<file path="src/rtl/riscv_mem_arbiter.sv">
// rtl/riscv_mem_arbiter.sv - shares one main-memory block port between I-cache refill and D-cache FSM
//
// Optional feature macro: ARB_ROUND_ROBIN_EN (round-robin between caches on a tie;
// fixed priority dc_wren > dc_rden > ic_rden when undefined).
//
// Ports:
//   clk, rst                 clock, asynchronous active-high reset
//   ic_rden/ic_addr          I-cache block read request (level) and address
//   ic_ready/ic_rdata        I-cache completion pulse and read block
//   dc_rden/dc_wren/dc_addr  D-cache allocate / write-back request (level) and address
//   dc_wdata                 D-cache write-back block
//   dc_ready/dc_rdata        D-cache completion pulse and read block
//   mem_rden/mem_wren        registered memory strobes
//   mem_addr/mem_wdata       registered memory address and write block
//   mem_ready/mem_rdata      memory completion pulse and read block
//   busy                     high while a transaction is outstanding
//   timeout_err              sticky watchdog flag, cleared only by rst
module riscv_mem_arbiter #(
    parameter int ADDR_W         = 64,
    parameter int BLOCK_W        = 128,
    parameter int TIMEOUT_CYCLES = 1023
) (
    input  logic               clk,
    input  logic               rst,
    input  logic               ic_rden,
    input  logic [ADDR_W-1:0]  ic_addr,
    output logic               ic_ready,
    output logic [BLOCK_W-1:0] ic_rdata,
    input  logic               dc_rden,
    input  logic               dc_wren,
    input  logic [ADDR_W-1:0]  dc_addr,
    input  logic [BLOCK_W-1:0] dc_wdata,
    output logic               dc_ready,
    output logic [BLOCK_W-1:0] dc_rdata,
    output logic               mem_rden,
    output logic               mem_wren,
    output logic [ADDR_W-1:0]  mem_addr,
    output logic [BLOCK_W-1:0] mem_wdata,
    input  logic               mem_ready,
    input  logic [BLOCK_W-1:0] mem_rdata,
    output logic               busy,
    output logic               timeout_err
);

    localparam int CNT_W = $clog2(TIMEOUT_CYCLES + 1);
    localparam logic [CNT_W-1:0] CNT_MAX = CNT_W'(TIMEOUT_CYCLES);

    localparam logic [1:0] S_IDLE    = 2'd0;
    localparam logic [1:0] S_BUSY_I  = 2'd1;
    localparam logic [1:0] S_BUSY_DR = 2'd2;
    localparam logic [1:0] S_BUSY_DW = 2'd3;

    logic [1:0]       state;
    logic [CNT_W-1:0] wd_cnt;
    logic             d_req;
    logic             d_wins;

    assign d_req = dc_wren | dc_rden;

`ifdef ARB_ROUND_ROBIN_EN
    // lock: we are in the IDLE cycle right after a write-back completed.
    // last_d: the D-cache owned the most recent completed transaction.
    logic lock;
    logic last_d;

    // D wins a tie when I was served last, or when the write-back->allocate
    // pair must stay together. dc_wren still beats dc_rden inside D.
    assign d_wins = d_req & (~ic_rden | ~last_d | (lock & dc_rden));

    always_ff @(posedge clk or posedge rst) begin
        if (rst) begin
            lock   <= 1'b0;
            last_d <= 1'b1;
        end else if (state == S_IDLE) begin
            lock <= 1'b0;
        end else if (mem_ready) begin
            lock   <= (state == S_BUSY_DW);
            last_d <= (state != S_BUSY_I);
        end
    end
`else
    // Under fixed priority D always beats I, so the write-back->allocate
    // lock holds without any extra state.
    assign d_wins = d_req;
`endif

    always_ff @(posedge clk or posedge rst) begin
        if (rst) begin
            state       <= S_IDLE;
            mem_rden    <= 1'b0;
            mem_wren    <= 1'b0;
            mem_addr    <= '0;
            mem_wdata   <= '0;
            wd_cnt      <= '0;
            timeout_err <= 1'b0;
        end else if (state == S_IDLE) begin
            if (d_wins) begin
                state     <= dc_wren ? S_BUSY_DW : S_BUSY_DR;
                mem_wren  <= dc_wren;
                mem_rden  <= ~dc_wren;
                mem_addr  <= dc_addr;
                mem_wdata <= dc_wdata;
                wd_cnt    <= '0;
            end else if (ic_rden) begin
                state    <= S_BUSY_I;
                mem_rden <= 1'b1;
                mem_wren <= 1'b0;
                mem_addr <= ic_addr;
                wd_cnt   <= '0;
            end
        end else if (mem_ready) begin
            // Completion beats the watchdog even on the limit cycle.
            state    <= S_IDLE;
            mem_rden <= 1'b0;
            mem_wren <= 1'b0;
        end else if (wd_cnt != CNT_MAX) begin
            wd_cnt <= wd_cnt + CNT_W'(1);
            if (wd_cnt == CNT_MAX - CNT_W'(1)) begin
                timeout_err <= 1'b1;
            end
        end
    end

    assign busy     = (state != S_IDLE);
    assign ic_ready = (state == S_BUSY_I) & mem_ready;
    assign dc_ready = ((state == S_BUSY_DR) | (state == S_BUSY_DW)) & mem_ready;
    assign ic_rdata = mem_rdata;
    assign dc_rdata = mem_rdata;

endmodule

</file>
<file path="config.mk">
export PLATFORM = sky130hd
export DESIGN_NAME = riscv_mem_arbiter
export DESIGN_NICKNAME = d
export VERILOG_FILES = /design/src/rtl/riscv_mem_arbiter.sv
export SDC_FILE = /design/constraint.sdc
export NUM_CORES = 1
export LEC_CHECK = 0
export CAP_MARGIN = 10
export CORE_AREA = 2 2 331 333
export DETAILED_ROUTE_END_ITERATION = 16
export DIE_AREA = 0 0 333 335
export GPL_ROUTABILITY_DRIVEN = 0
export SKIP_LAST_GASP = 1
export SYNTH_ARGS = -nofsm -noshare
export SYNTH_HDL_FRONTEND = slang
export SYNTH_SLANG_ARGS = --single-unit
</file>
<file path="constraint.sdc">
create_clock -name clk -period 10.35 [get_ports clk]
set_input_delay 1.035 -clock clk [delete_from_list [all_inputs] [get_ports clk]]
set_output_delay 1.035 -clock clk [all_outputs]
set_load 0.05 [all_outputs]
</file>
**Word level (Yosys, flattened, before mapping)**

Index checks and enable logic that the tools add are counted.

- Flip-flop bits (word level): 207
- Input bits: 390
- Output and inout port bits: 454
- Logic and storage cells: 51

- Add/subtract/negate cells: 1
- Equality and inequality tests: 7
- Mux-type cells: 19
- Bitwise logic cells: 7
- Reduce and logical (&&, ||, !) cells: 10

Operators with widths:

| cell | number |
|---|---|
| $mux 64 | 2 |
| $mux 10 | 5 |
| $add 10x1->10 const B | 1 |
| $eq 10x10->1 const B | 1 |
| $ne 10x10->1 const B | 1 |
| $mux 1 | 8 |
| $mux 2 | 4 |
| $reduce_bool 2->1 | 4 |
| $reduce_and 2->1 | 3 |
| $eq 2x2->1 const B | 2 |
| $reduce_and 4->1 | 1 |
| $ne 3x3->1 const B | 1 |
| $not 1->1 | 3 |
| $reduce_and 3->1 | 1 |
| $and 1x1->1 | 2 |
| $eq 2x1->1 const B | 1 |
| $logic_not 2->1 | 1 |
| $ne 2x1->1 const B | 1 |
| $or 1x1->1 | 2 |

**Longest topological paths before layout**

Gate-level depths: netlist of run 1.

- Depth after elaboration: 4
- Gate-level depth with buffers: 6
- Gate-level depth less buffers: 5

**Worst setup path after synthesis of run 1**

OpenSTA, ideal clock, no wires.

- Kind: input to output
- Start: input mem_ready
- End: output ic_ready
- Arrival time: 1,484 ps
- Required time: 9,315 ps
- Path slack: 7,831 ps
- Cell stages on the path: 1
- Cell sequence: and3_1

- Cells in the longest elaborated chain, start to end: 1

Ends and longest elaborated chain:

| item | line | source |
|---|---|---|
| from (decl) | 39 | `input logic mem_ready,` |
| $and 1x1->1 | 125 | `assign ic_ready = (state == S_BUSY_I) & mem_ready;` |
| to (decl) | 27 | `output logic ic_ready,` |

No other way between the ends.

**Final worst setup path of run 1**

Same ends and word-level chain as after synthesis.

==> summary.txt, run 1 <==
Yosys
  • Post-synthesis simple-gate area fraction: 3.99%
  • Seq cells post-synth: 207
  • Post-synthesis mux area share: 19.8%
  • Main synth FF type: dfrtp_1
  • Synth Area in Compound Gates: 5.31%
  • Synth cell types: 43
  • Post-synth EDFFs: 0
  • Syn Nets: 1280
  • Largest family of logic cells by synthesized area: buffers and inverters
  • Mean Syn Cell Area: 11.8 µm²
  • Post-synthesis async set-or-reset flop share: 100%
  • Syn. warnings: 0
  • Seq/Total Area, Yosys: 49.3%
  • Post-synthesis xor/xnor area fraction: 0.167%
  • Synthesized area: 10500 µm²
  • Adder-cell area share of the yosys netlist: 0.238%
  • Synthesized instance count: 888

Min path
  • Hold path start: mem_addr[56]
  • Hold Crit Class: reg -> reg
  • Hold depth: 2
  • Worst Hold End: mem_addr[56]

GRT
  • GRT Total Usage: 7.23%
  • Largest net degree at the start of global routing: 112
  • GRT overflow: 0
  • Vias in the first global route: 7633
  • Global Route met3 Usage: 4.26%
  • Initial antenna violation count: 13
  • GR Layer Usage met2: 11.9%
  • Global routing's busiest layer: met2
  • GR Layer Usage met1: 7.24%
  • Global-route wire length before repair: 57.8 mm

Timing
  • Worst-Margin Slew: 1.05 ns
  • Min Tclk post-route: 3.70 ns
  • Setup ws final: 6.65 ns
  • Clock Skew: 0.0139 ns
  • Setup TNS: 0 ns
  • RSZ-0062 raised after global routing: false
  • Final period util: 35.8%
  • Hold WS: 0.476 ns
  • Rel. slew slack: 30.0%
  • Final Hold Viols: 0
  • Final max-slew violation count: 0
  • Final setup viols: 0
  • Max Clk Rate: 270 MHz

Critical path
  • Worst setup path class: in -> out
  • Worst r2r src: state[1]
  • Setup crit start kind: input port
  • Critical Path RT: 9.32 ns
  • R2R Setup Slk: 7.29 ns
  • CP arrival: 2.67 ns
  • CP Capture Type: output port
  • Critical path peak fanout: 8
  • R2R cell count: 6
  • Worst r2r dst: mem_wdata[66]

Placement
  • DP Wirelength: 33.1 mm
  • Input/output buffers: 459
  • Place WS: 6.05 ns
  • DP Area: 14700 µm²
  • Placed cells: 2475

Clocking
  • Deepest clock path buffer count: 3
  • # Post-CTS Setup Buffers: 0
  • Clock slew at reported path FFs: 0.05 ns
  • CTS Hold Buffers Added: 0
  • CTS Buf Count: 29
  • Clock latency on the worst-skew pair: 0.60 ns
  • CTS tree: done
  • CTS resizes: 0
  • CTS sink cnt: 207
  • Root Buffer: clkbuf_16
  • H-Tree Level Count: 1

Run status
  • Status: complete, no violations

Floorplan
  • Die Y: 335 µm
  • I/O pin cnt: 844
  • Die area: 112000 µm²
  • Initial Util: 9.73%
  • Die width: 333 µm
  • Row count: 121
  • CORE AREA: 108000 µm²

Drt
  • Routed WL: 42.2 mm
  • DRT Pass-1 Iters: 4
  • Detailed-route via count: 7076
  • DR DRC count: 0
  • Initial DRC Count: 174
  • Post-route ant nets: 0
  • Via density: 2.80
  • WL/cell: 16.7 µm

Power and ir drop
  • Max rail drop VDD: 208 µV
  • P_leak: 5.97 nW
  • Pwr dens: 361 nW/µm²

Run
  • Max Cap Viol: 0

Final layout
  • Area growth, synth to finish: 49.8%
  • Share of layout cells above drive strength 1: 17.7%
  • Final Instance Count excl. Fillers: 2529
  • Layout fillers: 12200
  • Final Cell Area: 15700 µm²
  • Nets@finish: 1484
-- cell usage after synthesis (3+ instances only) --
cell        n  share of area (%)
nand4_1     5               0.30
mux2_2    128                 14
nand3_1     5               0.24
o21ai_1    11               0.52
a21oi_1     3               0.14
buf_4     269                 19
mux2i_1    64                6.1
o21ai_0    62                3.0
inv_1       6               0.21
nand2_1    66                2.4
buf_6      12                1.3
buf_2       5               0.24
clkbuf_1    6               0.21
dfrtp_1   207                 49
-- state kept, by name, indices dropped and copies added (netlist names) --
register     count
mem_rden         1
state            2
mem_addr        64
timeout_err      1
mem_wdata      128
mem_wren         1
wd_cnt          10
-- layout make-up --
cell class | count | area (µm²) | area share [%]
flip-flops and latches | 207 | 5180 | 32.9
repair buffers | 466 | 4660 | 29.6
multi-input cells | 382 | 3110 | 19.7
well taps | 1414 | 1770 | 11.2
clock buffers | 40 | 847 | 5.38
clock inverters | 13 | 151 | 0.961
inverters | 6 | 30.0 | 0.191
diodes | 1 | 2.50 | 0.0159
-- cell families (layout without fill, tap and decap cells) --
family / count (synthesis) / in the layout
XOR/XNOR: 2 / 2
AO/OA/AOI/OAI: 94 / 94
other: 0 / 1
flip-flops: 207 / 207
buffers and inverters: 299 / 525
AND/OR/NAND/NOR: 92 / 92
multiplexers: 192 / 192
adder cells (fa/ha/maj): 2 / 2
-- cell usage in the layout (no fill, tap or decap), types with 3 or more instances in the layout --
| cell type | instances |
|---|---|
| inv_6 | 4 |
| clkbuf_1 | 3 |
| dfrtp_1 | 207 |
| inv_1 | 5 |
| mux2i_1 | 64 |
| a21oi_1 | 3 |
| clkinv_2 | 4 |
| o21ai_1 | 11 |
| clkbuf_16 | 29 |
| buf_4 | 6 |
| nand3_1 | 5 |
| nand2_1 | 66 |
| clkbuf_8 | 8 |
| mux2_2 | 128 |
| nand4_1 | 5 |
| o21ai_0 | 62 |
| clkdlybuf4s50_1 | 459 |
-- report_power, final --
| part | switching [mW] | internal [mW] |
|---|---|---|
| Clock | 0.427 | 0.625 |
| Sequential | 0.249 | 1.21 |
| Combinational | 2.07 | 1.11 |
| Total | 2.75 | 2.94 |
-- stage by stage --
step | total power [mW] | utilization (%)
6_report | 5.69 | 14.6
5_1_grt | 5.99 | 14.6
4_1_cts | 5.84 | 14.6
3_5_place_dp | 4.71 | 13.6
3_3_place_gp | 4.70 | 13.6
2_1_floorplan | 3.76 | -
-- worst max-delay path: stages --
cell	delay, ns
clkdlybuf4s50_1	0.60
and3_1	0.19
clkdlybuf4s50_1	0.83
-- how the worst max path moves through the flow --
stage,startpoint,end,slack [ns],depth (start not counted)
floorplan,rst,mem_addr[0],3.66,1
global placement,dc_wren,mem_wdata[91],6.07,6
detailed placement,dc_rden,mem_wdata[91],6.05,6
CTS,mem_ready,ic_ready,6.64,3
global route,dc_wren,mem_wdata[96],6.55,6
finish,mem_ready,ic_ready,6.65,3
-- routing by layer --
metal  wire, µm  share of wire [%]  up-vias
met5        170               0.40        -
met4       1970                4.7       16
met3       5700                 14      142
met2      19600                 46      538
met1      14800                 35     3228
li1           -                  -     3152
(Power assumes the default switching activity.)
==> inputs of run 2 (changes only) <==
Clock period 10.35 ns to 3.85 ns, I/O delays scaled along.
==> summary.txt, run 2 (synthesis gave the netlist of run 1 again) <==
Run status
  • Status: complete, no violations

Clocking
  • CTS resizes: 0
  • CTS Buf Count: 29
  • CTS Hold Buffers Added: 0
  • Deepest clock path buffer count: 3
  • H-Tree Level Count: 1
  • # Post-CTS Setup Buffers: 0
  • Root Buffer: clkbuf_16
  • CTS sink cnt: 207
  • CTS tree: done
  • Clock latency on the worst-skew pair: 0.59 ns
  • Clock slew at reported path FFs: 0.06 ns

Drt
  • Initial DRC Count: 177
  • Routed WL: 42.5 mm
  • DRT Pass-1 Iters: 4
  • Via density: 2.82
  • Detailed-route via count: 7210
  • WL/cell: 16.6 µm
  • DR DRC count: 0
  • Post-route ant nets: 0

Timing
  • Final setup viols: 0
  • Final max-slew violation count: 0
  • Max Clk Rate: 398 MHz
  • Final period util: 65.2%
  • Min Tclk post-route: 2.51 ns
  • RSZ-0062 raised after global routing: false
  • Rel. slew slack: 39.1%
  • Setup TNS: 0 ns
  • Worst-Margin Slew: 0.911 ns
  • Final Hold Viols: 0
  • Clock Skew: 0.00958 ns

Final layout
  • Reg with most FFs: mem_wdata
  • Area growth, synth to finish: 52.7%
  • Final Cell Area: 16100 µm²
  • Nets@finish: 1506
  • Commonest non-fill, non-tap cell in the layout: clkdlybuf4s50_1
  • Most frequent cells in the layout: 459 x clkdlybuf4s50_1, 207 x dfrtp_1, 128 x mux2_2
  • Layout fillers: 12200
  • Share of layout cells above drive strength 1: 19.3%
  • Largest registers: mem_wdata (128), mem_addr (64), wd_cnt (10)
  • Largest register FFs: 128

GRT
  • GR Layer Usage met1: 7.38%
  • Global Route met3 Usage: 4.83%
  • Global routing's busiest layer: met2
  • Largest net degree at the start of global routing: 57
  • Vias in the first global route: 7647
  • GRT Total Usage: 7.30%
  • Initial antenna violation count: 13
  • GRT overflow: 0
  • GR Layer Usage met2: 11.5%
  • Global-route wire length before repair: 58.0 mm

Placement
  • DP Area: 15000 µm²
  • Input/output buffers: 459
  • DP Wirelength: 34.9 mm

Critical path
  • R2R cell count: 5
  • Critical Path RT: 3.46 ns
  • Critical path peak fanout: 6
  • Setup crit start kind: flop
  • CP arrival: 2.12 ns
  • Worst r2r dst: wd_cnt[2]
  • Worst r2r src: wd_cnt[0]
  • Crit path launch: state[1]
  • R2R Setup Slk: 1.92 ns
  • CP Capture Type: output port
  • Worst setup path class: reg -> out

Min path
  • Hold Crit Class: in -> async

Floorplan
  • Row count: 121
  • CORE AREA: 108000 µm²
  • Die Y: 335 µm
  • Die width: 333 µm
  • Initial Util: 9.73%
  • I/O pin cnt: 844
  • Die area: 112000 µm²

Power and ir drop
  • P_leak: 6.11 nW
  • Pwr dens: 970 nW/µm²
  • Max rail drop VDD: 406 µV

Run
  • Max Cap Viol: 0
==> run 2: cell count changes in the layout (fill, tap and decap cells not counted) <==
cell / delta
bufinv_16: +4
clkinv_4: +5
buf_4: +15
clkinvlp_4: +2
clkinv_2: -1
diode_2: +4
clkbuf_8: -7
inv_16: -1
inv_8: -1
buf_12: +7
==> run 2: metal layers <==
layer	routed length [µm]	up-vias	share of wire, %
met3	6170	139	15
met2	19000	569	45
met4	2090	24	4.9
li1	-	3211	-
met5	172	-	0.40
met1	15100	3267	35
==> run 2: worst max-delay path by stage <==
stage	end	cells after the start
3_5_place_dp	wd_cnt[2]	4
4_1_cts	ic_ready	3
5_1_grt	mem_addr[33]	1
3_3_place_gp	mem_wdata[25]	4
6_report	ic_ready	3
2_1_floorplan	mem_addr[0]	1
==> run 2: per-stage QoR <==
stage	hold slack, ns	total power, mW	worst slack (ns)	std cells	util [%]
after floorplan	0.481	10.1	0.779	888	-
after global placement	0.460	12.8	0.934	2496	13.9
after detailed placement	0.469	12.9	1.32	2497	13.9
after CTS	0.324	16.0	1.25	2551	14.8
after global routing	0.370	16.4	1.23	2551	14.8
final	0.342	15.6	1.34	2556	14.9
==> run 2: power breakdown <==
group / switching [mW] / internal, mW
clock network: 1.13 / 1.82
logic: 5.58 / 3.12
registers: 0.673 / 3.26
==> run 2: layout make-up <==
| type | count | area (µm²) | area share [%] |
|---|---|---|---|
| multi-input combinational | 382 | 3110 | 19.4 |
| inverter | 6 | 26.3 | 0.164 |
| tap | 1414 | 1770 | 11.0 |
| clock inverter | 21 | 298 | 1.85 |
| clock buffer | 33 | 751 | 4.68 |
| sequential | 207 | 5180 | 32.3 |
| timing repair buffer | 488 | 4910 | 30.6 |
| antenna | 5 | 12.5 | 0.0779 |
==> run 2: critical path: stages, from the launching register on <==
cell and delay, ns:
dfrtp_1 0.47, inv_1 0.12, and3_1 0.15, clkdlybuf4s50_1 0.80
==> inputs of run 3 (changes only) <==
Settings changed: CORE_AREA 2 2 331 333 to 2 2 332 334, DIE_AREA 0 0 333 335 to 0 0 334 336.
Clock period 3.85 ns to 2.2 ns, I/O delays scaled along.
==> summary.txt, run 3 (synthesis gave the netlist of run 1 again) <==
Clocking
  • Clock slew at reported path FFs: 0.06 ns
  • CTS sink cnt: 207
  • Root Buffer: clkbuf_16
  • Clock latency on the worst-skew pair: 0.59 ns
  • H-Tree Level Count: 1
  • CTS tree: done
  • # Post-CTS Setup Buffers: 0
  • CTS Buf Count: 29
  • Deepest clock path buffer count: 3

Critical path
  • Critical path peak fanout: 2
  • R2R Setup Slk: 0.27 ns
  • Critical Path RT: 1.98 ns
  • Worst path max stage delay: 0.91 ns
  • R2R cell count: 5
  • Setup crit start kind: flop
  • CP Capture Type: output port
  • Max stage delay cell, worst path: clkdlybuf4s50_1
  • Worst r2r dst: wd_cnt[2]
  • Crit-path cells: clkdlybuf4s50_1
  • Worst Path Buf+Inv: 1
  • Worst r2r src: wd_cnt[1]
  • CP top delay family: buffers and inverters
  • CP arrival: 1.87 ns
  • Worst setup path class: reg -> out

Min path
  • Hold Crit Class: in -> async

Timing
  • Min Tclk post-route: 2.09 ns
  • Final period util: 94.8%
  • Rel. slew slack: 56.4%
  • Final setup viols: 0
  • Worst-Margin Slew: 0.652 ns
  • Final Hold Viols: 0
  • RSZ-0062 raised after global routing: false
  • Clock Skew: 0.0139 ns
  • Setup TNS: 0 ns
  • Final max-slew violation count: 0
  • Max Clk Rate: 479 MHz

GRT
  • Vias in the first global route: 7619
  • Global-route wire length before repair: 58.6 mm
  • GRT overflow: 0
  • GRT Total Usage: 7.36%
  • Initial antenna violation count: 20
  • Largest net degree at the start of global routing: 76

Drt
  • Post-route ant nets: 0
  • Routed WL: 43.6 mm
  • Initial DRC Count: 243
  • WL/cell: 17.1 µm
  • Detailed-route via count: 7205
  • Via density: 2.82
  • DR DRC count: 0
  • DRT Pass-1 Iters: 4

Floorplan
  • I/O pin cnt: 844
  • Die area: 112000 µm²
  • CORE AREA: 108000 µm²
  • Die Y: 336 µm
  • Die width: 334 µm
  • Row count: 121
  • Initial Util: 9.70%

Final layout
  • Post-layout util: 14.7%
  • Reg with most FFs: mem_wdata
  • Commonest non-fill, non-tap cell in the layout: clkdlybuf4s50_1
  • Area growth, synth to finish: 51.4%
  • Most frequent cells in the layout: 418 x clkdlybuf4s50_1, 207 x dfrtp_1, 128 x mux2_2
  • Nets@finish: 1510
  • Share of layout cells above drive strength 1: 22.8%
  • Layout fillers: 12200
  • FF+latch area: 5180 µm²
  • Multi-input logic area: 3110 µm²
  • Largest registers: mem_wdata (128), mem_addr (64), wd_cnt (10)
  • Largest register FFs: 128

Power and ir drop
  • P_leak: 6.14 nW
  • Pwr dens: 1680 nW/µm²
  • Max rail drop VDD: 740 µV

Run status
  • Status: complete, no violations

Placement
  • Input/output buffers: 459
  • DP Wirelength: 35.9 mm

Run
  • Max Cap Viol: 0
-- run 3: cell count changes in the layout (fill, tap and decap cells not counted), moves of 4 or more --
cell / change
buf_4: +40
clkinv_4: -4
bufinv_16: -5
buf_12: +4
clkdlybuf4s50_1: -41
clkbuf_8: +4
-- run 3: worst max path at each step --
stage	from	end	slack, ns	depth (start not counted)
6_report	mem_wdata[94]	mem_wdata[94]	0.11	1
5_1_grt	state[1]	busy	0.0006	3
4_1_cts	state[1]	busy	0.03	3
3_5_place_dp	dc_rden	mem_wdata[19]	0.14	5
3_3_place_gp	dc_rden	mem_wdata[10]	0.18	5
2_1_floorplan	rst	mem_addr[0]	-0.71	1
-- run 3: per-stage QoR --
stage	hold WS, ns	power, mW	instances	worst slack (ns)	instance area (µm²)
2_1_floorplan	0.316	17.7	888	-0.706	10500
3_3_place_gp	0.440	22.6	2501	0.176	15000
3_5_place_dp	0.440	22.7	2501	0.141	15000
4_1_cts	0.0258	27.5	2554	0.0294	15900
5_1_grt	0.0462	28.3	2555	0.000563	15900
6_report	0.0575	26.8	2558	0.114	15900
-- run 3: cell type report --
cell class	count	share of cell area (%)
sequential	207	32.6
timing repair buffer	492	30.7
multi-input combinational	382	19.5
tap	1414	11.1
clock buffer	40	5.13
clock inverter	13	0.692
inverter	6	0.165
antenna	4	0.0629
-- run 3: worst min-delay path, stage by stage --
cell,delay [ns]
clkdlybuf4s50_1,0.44
clkinvlp_4,0.13
buf_12,0.20
-- run 3: report_power, final --
part | internal, mW | switching [mW]
sequential | 5.71 | 1.18
combinational | 5.37 | 9.92
clock | 2.70 | 1.92
-- run 3: what timing repair did --
item | CTS | global route
setup endpoints to repair | 1 | 0
hold buffers | 0 | 0
gates resized for setup | 1 | 0
-- run 3: layer usage --
metal / GRT usage [%] / vias up / share of wire (%)
met5: 0.0426 / - / 0.40
met4: 3.25 / 28 / 5.0
met3: 4.91 / 153 / 15
met2: 11.7 / 542 / 45
met1: 7.50 / 3264 / 35
li1: - / 3218 / -
